File: src/rtl/sad_search_ctrl.sv
// Motion-estimation search scheduler: launches the SAD unit once per candidate,
// tracks the minimum result and its index, exits early below a threshold.
module sad_search_ctrl #(
    parameter int NUM_CAND = 16,
    parameter int CAND_W   = 4,
    parameter int TIMEOUT  = 8
) (
    input  logic              clk,
    input  logic              rst_i,
    input  logic              start_i,
    input  logic [31:0]       thr_i,
    output logic              busy_o,
    output logic              done_o,
    output logic              err_o,
    output logic [31:0]       best_sad_o,
    output logic [CAND_W-1:0] best_idx_o,
    output logic [CAND_W-1:0] cand_o,
    output logic              sad_enb_o,
    input  logic              sad_busy_i,
    input  logic [31:0]       sad_dt_i
);

    localparam int TCNT_W = $clog2(TIMEOUT + 1);
    localparam logic [CAND_W-1:0] LAST_CAND = CAND_W'(NUM_CAND - 1);
    localparam logic [TCNT_W-1:0] TCNT_LAST = TCNT_W'(TIMEOUT - 1);

    typedef enum logic [2:0] {
        IDLE,
        LAUNCH,
        WAIT_BUSY,
        WAIT_DONE,
        CMP,
        FINISH
    } state_t;

    state_t            state;
    logic [TCNT_W-1:0] tcnt;
    logic              first;

    // A zero threshold disables the early exit.
    function automatic logic below_thr(input logic [31:0] dt, input logic [31:0] thr);
        return (thr != 32'd0) && (dt < thr);
    endfunction

    always_ff @(posedge clk) begin
        if (rst_i) begin
            state      <= IDLE;
            tcnt       <= '0;
            first      <= 1'b0;
            busy_o     <= 1'b0;
            done_o     <= 1'b0;
            err_o      <= 1'b0;
            sad_enb_o  <= 1'b0;
            cand_o     <= '0;
            best_sad_o <= '0;
            best_idx_o <= '0;
        end else begin
            done_o    <= 1'b0;
            err_o     <= 1'b0;
            sad_enb_o <= 1'b0;
            case (state)
                IDLE: begin
                    if (start_i) begin
                        state      <= LAUNCH;
                        busy_o     <= 1'b1;
                        sad_enb_o  <= 1'b1;
                        cand_o     <= '0;
                        best_sad_o <= '1;
                        best_idx_o <= '0;
                        first      <= 1'b1;
                    end
                end
                LAUNCH: begin
                    state <= WAIT_BUSY;
                    tcnt  <= '0;
                end
                WAIT_BUSY: begin
                    if (sad_busy_i) begin
                        state <= WAIT_DONE;
                    end else if (tcnt == TCNT_LAST) begin
                        // SAD unit never acknowledged: abort, keeping the best so far.
                        state  <= FINISH;
                        done_o <= 1'b1;
                        err_o  <= 1'b1;
                    end else begin
                        tcnt <= tcnt + 1'b1;
                    end
                end
                WAIT_DONE: begin
                    if (!sad_busy_i) begin
                        state <= CMP;
                    end
                end
                CMP: begin
                    // Strict compare so ties keep the earlier (lower) index.
                    if (first || (sad_dt_i < best_sad_o)) begin
                        best_sad_o <= sad_dt_i;
                        best_idx_o <= cand_o;
                        first      <= 1'b0;
                    end
                    if ((cand_o == LAST_CAND) || below_thr(sad_dt_i, thr_i)) begin
                        state  <= FINISH;
                        done_o <= 1'b1;
                    end else begin
                        cand_o    <= cand_o + 1'b1;
                        state     <= LAUNCH;
                        sad_enb_o <= 1'b1;
                    end
                end
                FINISH: begin
                    state  <= IDLE;
                    busy_o <= 1'b0;
                end
                default: begin
                    state <= IDLE;
                end
            endcase
        end
    end

endmodule

File: config.mk
export PLATFORM = sky130hd
export DESIGN_NAME = sad_search_ctrl
export DESIGN_NICKNAME = d
export VERILOG_FILES = /design/src/rtl/sad_search_ctrl.sv
export SDC_FILE = /design/constraint.sdc
export NUM_CORES = 1
export LEC_CHECK = 0
export CORE_AREA = 8 8 95 139
export CTS_CLUSTER_SIZE = 30
export DETAILED_ROUTE_END_ITERATION = 12
export DIE_AREA = 0 0 103 147
export PLACE_DENSITY = 0.58
export SYNTH_ARGS = -nofsm -noshare
export SYNTH_HDL_FRONTEND = slang
export SYNTH_SLANG_ARGS = --single-unit
File: constraint.sdc
create_clock -name clk -period 2.45 [get_ports clk]
set_input_delay 0.245 -clock clk [delete_from_list [all_inputs] [get_ports clk]]
set_output_delay 0.245 -clock clk [all_outputs]
set_load 0.01 [all_outputs]
# After elaboration in Yosys (flattened, before gate mapping)
# Index checks and enable logic that the tools add are counted.
dict set report word_totals {
  register_bits 52
  latch_bits 0
  ram_bits 0
  rom_bits 0
  output_inout_bits 44
  mem_count 0
}
dict set report op_classes {
  add_sub_neg 2
  multipliers 0
  n_div 0
  n_lt_le_gt_ge 2
  eq_ne 14
  shift 0
  mux 28
  bitwise_logic 1
  n_reduce_logical 14
}
# op count
set op_table {}
lappend op_table {{$lt A32 B32 Y1} 2}
lappend op_table {{$mux W32} 2}
lappend op_table {{$pmux W32 S2} 1}
lappend op_table {{$reduce_bool A32 Y1} 1}
lappend op_table {{$pmux W4 S2} 3}
lappend op_table {{$mux W4} 5}
lappend op_table {{$mux W3} 5}
lappend op_table {{$pmux W3 S5} 1}
lappend op_table {{$ne A2 B2 Y1 const B} 6}
lappend op_table {{$reduce_and A3 Y1} 4}
lappend op_table {{$add A4 B1 Y4 const B} 2}
lappend op_table {{$pmux W1 S2} 4}
lappend op_table {{$mux W1} 7}
lappend op_table {{$eq A3 B2 Y1 const B} 2}
lappend op_table {{$eq A3 B3 Y1 const B} 2}
lappend op_table {{$reduce_bool A2 Y1} 3}
lappend op_table {{$eq A4 B3 Y1 const B} 1}
lappend op_table {{$eq A4 B4 Y1 const B} 1}
lappend op_table {{$eq A3 B1 Y1 const B} 1}
lappend op_table {{$logic_not A3 Y1} 1}
lappend op_table {{$ne A3 B3 Y1 const B} 1}
lappend op_table {{$logic_or A1 B1 Y1} 2}
lappend op_table {{$reduce_and A2 Y1} 1}
lappend op_table {{$reduce_or A2 Y1} 1}
lappend op_table {{other kinds (2)} 2}

# Logic depth before layout (Yosys ltp)
dict set report logic_depth {
  word_depth 5
  ltp_mapped 11
}

# Worst setup path after synthesis
# OpenSTA, ideal clock, no wires.
dict set report synth_path {
  path_kind {reg2reg}
  startpoint {register best_sad_o[21]}
  endpoint {register best_sad_o[0]}
  arrival_ps 2091
  t_required_ps 2316
  setup_slack_ps 224
  path_stages_with_launch 12
  n_path_buf 2
  period_less_slack_ps 2226
  cell_sequence {dfxtp_1 -> inv_1 -> ha_1 -> a21o_1 -> a21o_1 -> a221oi_1 -> nor4_1 -> nor3_2 -> and2_1 -> buf_4 -> buf_4 -> a211oi_1}
}
dict set report synth_via {
  elab_chain_cells 4
}
# item line_no
set synth_lines {}
lappend synth_lines {{start, declared} 15} ;# output logic [31:0] best_sad_o,
lappend synth_lines {{start signal, assigned} 97} ;# best_sad_o <= sad_dt_i;
lappend synth_lines {{$lt A32 B32 Y1} 96} ;# if (first || (sad_dt_i < best_sad_o)) begin
lappend synth_lines {{$logic_or A1 B1 Y1} 96}
lappend synth_lines {{$ne A2 B2 Y1 (no source line)} n/a}
lappend synth_lines {{$reduce_and A3 Y1 (no source line)} n/a}
# Every way passes these cells.
# A chain may end at the register's enable or synchronous reset.

# Final worst setup path
dict set report layout_path {
  startpoint {input thr_i[17]}
  endpoint {register cand_o[1]}
}
dict set report layout_via {
  elab_chain_cells 5
  elab_cells_between_ends 6
  cone_classes {1 x order compare; 1 x eq/ne; 4 x reduce/logical}
}
# item line_no
set layout_lines {}
lappend layout_lines {{start, declared} 11} ;# input logic [31:0] thr_i,
lappend layout_lines {{$lt A32 B32 Y1 / $reduce_bool A32 Y1 (equally long branches)} 42} ;# return (thr != 32'd0) && (dt < thr);
lappend layout_lines {{$logic_and A1 B1 Y1 (*)} 42}
lappend layout_lines {{$logic_or A1 B1 Y1 (*)} 101} ;# if ((cand_o == LAST_CAND) || below_thr(sad_dt_i, thr_i)) begin
lappend layout_lines {{$ne A2 B2 Y1 (no source line) (*)} n/a}
lappend layout_lines {{$reduce_and A3 Y1 (no source line) (*)} n/a}
lappend layout_lines {{end signal, assigned} 105} ;# cand_o <= cand_o + 1'b1;
lappend layout_lines {{end, declared} 17} ;# output logic [CAND_W-1:0] cand_o,
# Mark *: on every way between the ends. The rest lies on a longest branch, timed or not.

==> impl_metrics.tcl <==
set metrics [dict create \
    wl_met3_um 673 \
    syn_to_final_growth_pct 55.2 \
    holdPathStages 2 \
    cp.required_ps 2640 \
    yosys_warnings 0 \
    relSlewSlack 0.613 \
    start_util 0.338 \
    grt_pass1_vias 4236 \
    cts-hold-fix-buffers 0 \
    synth_area_per_cell_um2 7.81 \
    hold_class "input port to register" \
    p_total_w 0.00302 \
    grt_pass1_wl_mm 20.6 \
    layoutNonFillerInstCount 793 \
    die_w_um 103 \
    grt_max_degree 22 \
    wl_met2_mm 7.70 \
    first_iter_violations 174 \
    whs_ps 318 \
    hpwlAfterDp_mm 10.6 \
    vias_per_cell 5.26 \
    timing.rr.start "best_sad_o[10]" \
    n_antenna_cell 0 \
    cp_max_fo 3 \
    globalplace.congestion 0.803 \
    synth_area_leaders "dfxtp_1 27%, ha_1 21%, a21oi_1 8.0%" \
    irDropWorstVdd_mv 0.305 \
    startpoint_type "input port" \
    dr.max_layer_used "met4" \
    nets 774 \
    violations "setup timing" \
    run_status "complete, but fails checks" \
    numCtsBuffers 5 \
    drc_errors 0 \
    clk_pin_slew_ps 70 \
    place_inst 776 \
    drv_slew 0 \
    vias 4169 \
    die-area_um2 15100 \
    min_period_ps 2450 \
    htree_num_levels 2 \
    cts_root_buffer "clkbuf_16" \
    endpoint_kind "register" \
    cp.arrival_ps 2640 \
    r2r_slack_ps 110 \
    ff2ff_path_depth 10 \
    die_h_um 147 \
    netlist_instances 489 \
    worstSetupPathType "input port to register" \
    period_share 1.00 \
    core.rowCount 48 \
    fill_cells 1098 \
    wl_met1_mm 5.02 \
    syn_area_um2 3820 \
    ys_types 46 \
    slowest_stage "clkdlybuf4s50_1" \
    yosys.area.top_type "dfxtp_1" \
    worst_pin_slew_ps 577 \
    drv_cap 0 \
    antenna_found_initial 0 \
    cts_tree "yes" \
    insertion_delay_ps 300 \
    synthArstFlopShare 0 \
    ys.flop_type "dfxtp_1" \
    worstHoldStart "rst_i" \
    grt_usage 0.173 \
    syn_nets 621 \
    fin_ws_ps -0.0695 \
    synth_top_area_frac 0.272 \
    synth-edff-count 0 \
    finalHoldViolCount 0 \
    hold-path-endpoint "best_sad_o[1]" \
    gr-total-overflow 0 \
    crit_chain "clkdlybuf4s50_1, inv_1, ha_1, a21oi_1, o21ai_0, a221oi_2, o2111ai_2, a21o_1, buf_4, and2_1, a32o_1" \
    ys_seq_area_frac 0.272 \
    regToRegEndpoint "best_sad_o[18]" \
    fmax_ghz 0.408 \
    clock_sinks 52 \
    critPathMaxStageDelay_ps 490 \
    io_pins 112 \
    power_density_nw_per_um2 509 \
    drt_pass1_iterations 5 \
    coreArea_um2 11300 \
    cts_buffer_depth 2 \
    port-buffer-count 111 \
    drive_gt1_frac 0.177 \
    ys_ff_latch 52 \
    drt_wl_total_mm 13.7 \
    skew_ps 3.98 \
    post_drt_wl_per_cell_um 17.3 \
    ant_nets 0 \
    finalSetupViolations 1 \
    p_leak_nw 2.66 \
]
[layout by cell type, fill, tap and decap left out, types with 2 or more instances in the layout]
cell and instances:
nor3_1 2, nor2_1 56, o21ai_2 2, a22oi_1 2, xor2_1 3, buf_12 2, nand3_1 4, and3_1 2
inv_1 64, nor2b_1 3, dfxtp_2 18, dlymetal6s2s_1 15, nor4_4 2, a21oi_2 7, a211oi_1 38, buf_4 46
o21ai_0 11, clkbuf_16 6, clkdlybuf4s50_1 95, ha_4 8, a21oi_1 54, and4_1 2, nand2_1 35, buf_6 6
ha_1 56, nor4_1 11, nand4_1 10, mux2i_1 3, nor4b_1 2, nand2b_1 5, a21o_1 6, dfxtp_1 34
o21ai_1 3
[worst max path at each step]
stage                     cells past startpoint       endpoint           start
after global placement                       11  best_sad_o[9]    sad_dt_i[17]
after detailed placement                     11  best_sad_o[2]    sad_dt_i[19]
after CTS                                    11  best_sad_o[2]    sad_dt_i[19]
final                                        11      cand_o[1]       thr_i[17]
after floorplan                              11  best_sad_o[0]  best_sad_o[21]
after global routing                         11      cand_o[1]       thr_i[17]
[state kept, by name, summed over array words and instances, names as in the netlist]
register,cells
best_sad_o,32
best_idx_o,4
cand_o,4
tcnt,4
state,3
busy_o,1
done_o,1
err_o,1
first,1
sad_enb_o,1
[repair_timing]
item                                    4_1_cts  5_1_grt
endpoints found under the setup margin        6       38
gates resized for setup                       2       75
pin swaps                                     0       15
buffers inserted                              0        6
gates cloned                                  0        3
[layer usage]
metal	vias up	GRT usage
li1	2041	-
met1	1981	0.169
met2	118	0.341
met3	29	0.0308
met4	0	0.0611
met5	-	0
[synth_stat cells (3+ instances only)]
cell type	count
a211oi_1	38
a21o_1	6
a21oi_1	61
and4_1	3
buf_2	5
buf_4	4
clkbuf_1	11
dfxtp_1	52
ha_1	64
inv_1	64
mux2i_1	4
nand2_1	35
nand2b_1	5
nand3_1	4
nand4_1	10
nor2_1	56
nor2b_1	3
nor4_1	12
o21ai_0	12
o21ai_1	4
xor2_1	3
[worst max-delay path, delay by kind of cell]
kind / cells / cell delay (ps)
buffers and inverters: 3 / 680
AND/OR/NAND/NOR: 1 / 140
AO/OA/AOI/OAI: 6 / 1280
adder cells (fa/ha/maj): 1 / 300
[logic make-up (layout without fill, tap and decap cells)]
kind of cell | count (synthesis) | after routing | synth area share
and+or+nand+nor | 142 | 142 | 0.179
AOI/OAI and AO/OA | 137 | 137 | 0.229
buffers and inverters | 86 | 240 | 0.0900
adders and majority gates | 64 | 64 | 0.210
DFF | 52 | 52 | 0.272
muxes | 5 | 5 | 0.0134
xor gates and xnor gates | 3 | 3 | 0.00688
[power breakdown]
| group | total [W] | switching (W) | internal, W |
|---|---|---|---|
| Combinational | 0.00118 | 0.000564 | 0.000614 |
| Clock | 0.000816 | 0.000336 | 0.000481 |
| Sequential | 0.00102 | 0.0000834 | 0.000940 |
[per-stage QoR]
| step | cell area [µm²] | worst slack (ps) | util | TNS [ps] |
|---|---|---|---|---|
| after floorplan | 3820 | 224 | - | 0 |
| after CTS | 5550 | 12.3 | 0.492 | 0 |
| after global routing | 5930 | -60.4 | 0.525 | -166 |
| after global placement | 5370 | -307 | 0.476 | -10920 |
| after detailed placement | 5370 | -325 | 0.476 | -11540 |
| final | 5930 | -0.0695 | 0.525 | -0.0695 |
[layout make-up]
type / count / area (µm²) / area share
tap: 150 / 188 / 0.0316
multi-input combinational: 351 / 2640 / 0.445
inverter: 65 / 244 / 0.0411
clock inverter: 3 / 42.5 / 0.00717
sequential: 52 / 1060 / 0.179
timing repair buffer: 167 / 1630 / 0.275
clock buffer: 5 / 125 / 0.0211
Power figures use the tool's default switching activity.
